## src/rtl/prewish_button_poller.sv

```systemverilog
// prewish_button_poller: polls the debouncer over a strobe/data handshake and turns each
// returned status byte into held button levels plus one-cycle press/release pulses.
module prewish_button_poller #(
  parameter int POLL_DIV   = 1000,
  parameter int STB_CYCLES = 2,
  parameter int TIMEOUT    = 16
) (
  input  logic       CLK_I,
  input  logic       RST_I,
  output logic       STB_O,
  input  logic       STB_I,
  input  logic [7:0] DAT_I,
  input  logic       i_poll_now,
  input  logic       i_clr_err,
  output logic [7:0] o_buttons,
  output logic [7:0] o_pressed,
  output logic [7:0] o_released,
  output logic       o_valid,
  output logic       o_timeout,
  output logic [7:0] o_timeouts
);

  localparam int PW = (POLL_DIV > 1) ? $clog2(POLL_DIV) : 1;
  localparam int SW = (STB_CYCLES > 1) ? $clog2(STB_CYCLES) : 1;
  localparam int TW = (TIMEOUT > 1) ? $clog2(TIMEOUT) : 1;

  localparam logic [PW-1:0] POLL_LAST = PW'(POLL_DIV - 1);
  localparam logic [SW-1:0] STB_LAST  = SW'(STB_CYCLES - 1);
  localparam logic [TW-1:0] TO_LAST   = TW'(TIMEOUT - 1);

  localparam logic [1:0] ST_IDLE = 2'd0;
  localparam logic [1:0] ST_REQ  = 2'd1;
  localparam logic [1:0] ST_WAIT = 2'd2;

  logic [1:0]    state_q,    state_d;
  logic [PW-1:0] pcnt_q,     pcnt_d;
  logic [SW-1:0] scnt_q,     scnt_d;
  logic [TW-1:0] tcnt_q,     tcnt_d;
  logic          stb_q,      stb_d;
  logic          primed_q,   primed_d;
  logic [7:0]    buttons_q,  buttons_d;
  logic [7:0]    pressed_q,  pressed_d;
  logic [7:0]    released_q, released_d;
  logic          valid_q,    valid_d;
  logic          timeout_q,  timeout_d;
  logic [7:0]    timeouts_q, timeouts_d;
  logic          capture_s;
  logic          expire_s;

  // The poll counter only runs in IDLE, so the poll period stretches by the handshake time.
  always_comb begin
    state_d   = state_q;
    pcnt_d    = pcnt_q;
    scnt_d    = scnt_q;
    tcnt_d    = tcnt_q;
    stb_d     = stb_q;
    capture_s = 1'b0;
    expire_s  = 1'b0;
    case (state_q)
      ST_IDLE: begin
        if (i_poll_now || (pcnt_q == POLL_LAST)) begin
          pcnt_d  = '0;
          scnt_d  = '0;
          stb_d   = 1'b1;
          state_d = ST_REQ;
        end else begin
          pcnt_d = pcnt_q + PW'(1);
        end
      end
      ST_REQ: begin
        if (scnt_q == STB_LAST) begin
          stb_d   = 1'b0;
          tcnt_d  = '0;
          state_d = ST_WAIT;
        end else begin
          scnt_d = scnt_q + SW'(1);
        end
      end
      ST_WAIT: begin
        // A response on the final WAIT cycle still counts as an answer.
        if (STB_I) begin
          capture_s = 1'b1;
          state_d   = ST_IDLE;
        end else if (tcnt_q == TO_LAST) begin
          expire_s = 1'b1;
          state_d  = ST_IDLE;
        end else begin
          tcnt_d = tcnt_q + TW'(1);
        end
      end
      default: begin
        stb_d   = 1'b0;
        pcnt_d  = '0;
        state_d = ST_IDLE;
      end
    endcase
  end

  always_comb begin
    primed_d   = primed_q;
    buttons_d  = buttons_q;
    pressed_d  = 8'h00;
    released_d = 8'h00;
    valid_d    = 1'b0;
    timeout_d  = timeout_q;
    timeouts_d = timeouts_q;
    if (capture_s) begin
      // Edges are meaningless until a first sample exists to compare against.
      if (primed_q) begin
        pressed_d  = DAT_I & ~buttons_q;
        released_d = ~DAT_I & buttons_q;
      end else begin
        pressed_d  = 8'h00;
        released_d = 8'h00;
      end
      buttons_d = DAT_I;
      valid_d   = 1'b1;
      primed_d  = 1'b1;
    end else begin
      buttons_d = buttons_q;
    end
    if (i_clr_err) begin
      timeout_d  = 1'b0;
      timeouts_d = 8'h00;
    end else if (expire_s) begin
      timeout_d = 1'b1;
      if (timeouts_q != 8'hFF) begin
        timeouts_d = timeouts_q + 8'd1;
      end else begin
        timeouts_d = timeouts_q;
      end
    end else begin
      timeout_d = timeout_q;
    end
  end

  always_ff @(posedge CLK_I or posedge RST_I) begin
    if (RST_I) begin
      state_q    <= ST_IDLE;
      pcnt_q     <= '0;
      scnt_q     <= '0;
      tcnt_q     <= '0;
      stb_q      <= 1'b0;
      primed_q   <= 1'b0;
      buttons_q  <= 8'h00;
      pressed_q  <= 8'h00;
      released_q <= 8'h00;
      valid_q    <= 1'b0;
      timeout_q  <= 1'b0;
      timeouts_q <= 8'h00;
    end else begin
      state_q    <= state_d;
      pcnt_q     <= pcnt_d;
      scnt_q     <= scnt_d;
      tcnt_q     <= tcnt_d;
      stb_q      <= stb_d;
      primed_q   <= primed_d;
      buttons_q  <= buttons_d;
      pressed_q  <= pressed_d;
      released_q <= released_d;
      valid_q    <= valid_d;
      timeout_q  <= timeout_d;
      timeouts_q <= timeouts_d;
    end
  end

  assign STB_O      = stb_q;
  assign o_buttons  = buttons_q;
  assign o_pressed  = pressed_q;
  assign o_released = released_q;
  assign o_valid    = valid_q;
  assign o_timeout  = timeout_q;
  assign o_timeouts = timeouts_q;

endmodule
```

## config.mk

```make
export PLATFORM = sky130hd
export DESIGN_NAME = prewish_button_poller
export DESIGN_NICKNAME = d
export VERILOG_FILES = /design/src/rtl/prewish_button_poller.sv
export SDC_FILE = /design/constraint.sdc
export NUM_CORES = 1
export LEC_CHECK = 0
export CAP_MARGIN = 0
export CORE_ASPECT_RATIO = 1.75
export CORE_UTILIZATION = 50
export CTS_CLUSTER_SIZE = 12
export DETAILED_ROUTE_END_ITERATION = 10
export DONT_BUFFER_PORTS = 1
export PLACE_DENSITY = 0.74
export SLEW_MARGIN = 40
export SYNTH_ARGS = -nofsm -noshare
export SYNTH_HDL_FRONTEND = slang
export SYNTH_SLANG_ARGS = --single-unit
```

## constraint.sdc

```tcl
create_clock -name CLK_I -period 2.2 [get_ports CLK_I]
set_input_delay 0.33 -clock CLK_I [delete_from_list [all_inputs] [get_ports CLK_I]]
set_output_delay 0.33 -clock CLK_I [all_outputs]
set_load 0.02 [all_outputs]
```

==> metrics.md <==
| Metric | Value |
|---|---|
| Fin area | 2610 µm² |
| Initial antenna violation count | 0 |
| H-Tree Depth | 2 |
| Critical path class | reg2reg |
| Critical Path Start Type | flip-flop |
| Detailed Place HPWL | 3410 µm |
| HP Class | in2reg |
| DRT Wirelength | 4480 µm |
| Via density | 5.96 |
| Vias in the first global route | 1681 |
| Layout area overhead | 8.26% |
| Clock tree from TritonCTS | built |
| Status | finished clean |
| Main synth FF type | dfrtp_1 |
| Ports | 48 |
| Nets | around 250 |
| Post-route ant nets | 0 |
| TNS Setup | 0 ns |
| Gpl congestion | approximately 0.8 |
| Syn Area/Cell | 11.0 µm² |
| Vias | ~1700 |
| Placed instance count | 270 |
| Antenna Cells | 0 |
| Max Cap Violations | 0 |
| Clock transition at the registers of the reported paths | 0.10 ns |
| CP max FO | 11 |
| Largest net degree at the start of global routing | 20 |
| Syn_nets | between 200 and 250 |
| Count leader, synth | dfrtp_1 |
| Die height | 93.8 µm |
| Filler cells | 400 |
| Synthesized flop and latch total | 53 |
| Cell Area, Synth | roughly 2400 µm² |
| Max Clock Skew | 0.00860 ns |
| Total power | 2.72 mW |
| Highest Clock Rate | about 520 MHz |
| Crit path arrival time | ~2.2 ns |
| Layout Cells excl Fill | 279 |
| Gr usage total | about a fifth |
| Die W | 54.5 µm |
| Root cell of the clock tree | clkbuf_8 |
| Worst EP required | 2.45 ns |
| Final critical-path share of the clock period | 86.6% |
| Bufs on Longest Clock Path | 2 |
| Top post-synthesis cells by count | dfrtp_1, nor2_1, nand2_1 |
| Placed Area | 2480 µm² |
| Ratio of cells with drive above 1 in the final layout | 8.37% |
| Leakage | 1.15 nW |
| Initial Util | 51.6% |
| Post-Syn Instances | roughly 220 |
| Post-synth EDFFs | 0 |
| Largest cells by area after synthesis | dfrtp_1, nor3b_1, mux2_1 |
| Count of final setup violators | 0 |
| RSZ-0062 raised after global routing | no |
| Clk sinks | 53 |
| Top cell type's share of synthesized area | ~55% |
| # DRC | 0 |
| Hold WS | 0.0676 ns |
| Router iterations before antenna repair | 6 |
| Global-route wire length before repair | 7350 µm |
| Peak VDD IR | around 0.00061 V |
| Worst slew margin | 69.4% |
| Num CTS Buffers | 5 |
| Total global routing overflow | 0 |
| Port Buffers | 0 |
| Leading area contributor after synthesis | dfrtp_1 |
| Post-route minimum period | approximately 1.9 ns |
| Endpoints failing hold | 0 |
| Distinct cells, synth | 44 |
| Worst-Skew Late Latency | 0.31 ns |
| Row count | 33 |
| Setup crit end kind | flip-flop |
| Drt initial violations | 32 |
| Fraction of registers with async set/reset | 100% |
| Seq/Total Area, Yosys | 55.1% |
| Post-DR wirelength/cell | 16.1 µm |
| FF/Latch Area | 1330 µm² |
| Die area | 5110 µm² |
| Post-CTS setup buffers | 0 |
| CORE AREA | approximately 4700 µm² |
| Pwr dens | about 1000 nW/µm² |
| Final Max Slew Viols | 0 |
| Ys Warns | 0 |
| Area of the multi-input gates | around 1000 µm² |
| Worst Tran Pin Value | between 0.4 and 0.5 ns |
==> routing by layer <==
layer	GRT usage (%)	part of all wire, %
met4	9.83	1.4
met3	5.83	6.2
met1	20.2	37
met2	35.0	55
met5	0	0
==> kinds of logic (layout without fill, tap and decap cells) <==
kind of cell               Yosys count  after routing  synth area share [%]
DFF                                 53             53                  55.1
buffers and inverters               11             19                  2.13
xor gates and xnor gates             5              5                  1.82
and+or+nand+nor                     95             95                  22.3
AOI/OAI and AO/OA                   37             37                  9.88
muxes                               11             11                  5.09
adders and majority gates            7              7                  3.64
==> flip-flops by register name, summed over array words and instances (netlist names) <==
signal	flops
STB_O	1
pcnt_q	10
o_timeouts	8
scnt_q	1
state_q	2
o_released	8
primed_q	1
o_buttons	8
tcnt_q	4
o_pressed	8
o_timeout	1
o_valid	1
==> path summary, 6_finish.rpt <==
kind	slack, ns	cells past startpoint	end	from
setup / recovery	0.29	7	tcnt_q[0]	state_q[0]
hold / removal	0.07	1	o_timeouts[0]	i_clr_err
setup reg to reg	0.29	7	tcnt_q[0]	state_q[0]
hold reg to reg	0.53	1	primed_q	primed_q
max in group asynchronous	1.16	3	tcnt_q[2]	RST_I
min in group asynchronous	0.44	2	primed_q	RST_I
==> layout make-up <==
class                      instances  share of cell area [%]
clock buffer                       5                    2.64
clock inverter                     3                    1.92
inverter                           5                   0.720
multi-input combinational        155                    39.5
sequential                        53                    50.9
tap                               52                    2.50
timing repair buffer               6                    1.82
==> timing repair <==
| item | in CTS | in global routing |
|---|---|---|
| hold buffers | 1 | 0 |
| endpoints found under the hold margin | 16 | 0 |
| gates resized for setup | 0 | 0 |
==> worst max-delay path, stage by stage, from the launching register on <==
cell and delay [ns]:
dfrtp_1 0.39, inv_1 0.08, ha_1 0.31, nand2_1 0.17, inv_2 0.13, or3_1 0.47, o21ai_1 0.17, a22o_1 0.13
==> report_power, final <==
part	total [mW]	switching, mW	internal (mW)
Sequential	1.43	0.291	1.13
Clock	0.670	0.321	0.349
Combinational	0.628	0.361	0.267
Total	2.72	0.973	1.75
==> through the flow <==
stage               utilization [%]  setup WS (ns)
floorplan                         -          0.497
finish                         55.9          0.295
global route                   55.9          0.113
detailed placement             53.1          0.298
global placement               53.1          0.372
CTS                            55.9          0.282
==> cell usage in the layout (no fill, tap or decap), types with 2 or more instances in the layout <==
cell / instances
nand2_1: 18
inv_2: 2
buf_4: 5
nor3_1: 3
dfrtp_1: 53
a22o_1: 3
nor2_1: 20
o21ai_0: 7
o31ai_1: 3
or3_1: 5
clkbuf_8: 5
and3b_1: 2
nor3b_1: 16
nand2b_1: 7
or4_1: 2
ha_1: 7
nand4_1: 3
nor2b_1: 2
and2_1: 2
mux2_1: 10
nand3_1: 6
o21ai_1: 5
inv_1: 3
a21oi_1: 12
xnor2_1: 4
and3_1: 2
Power figures use the tool's default switching activity.
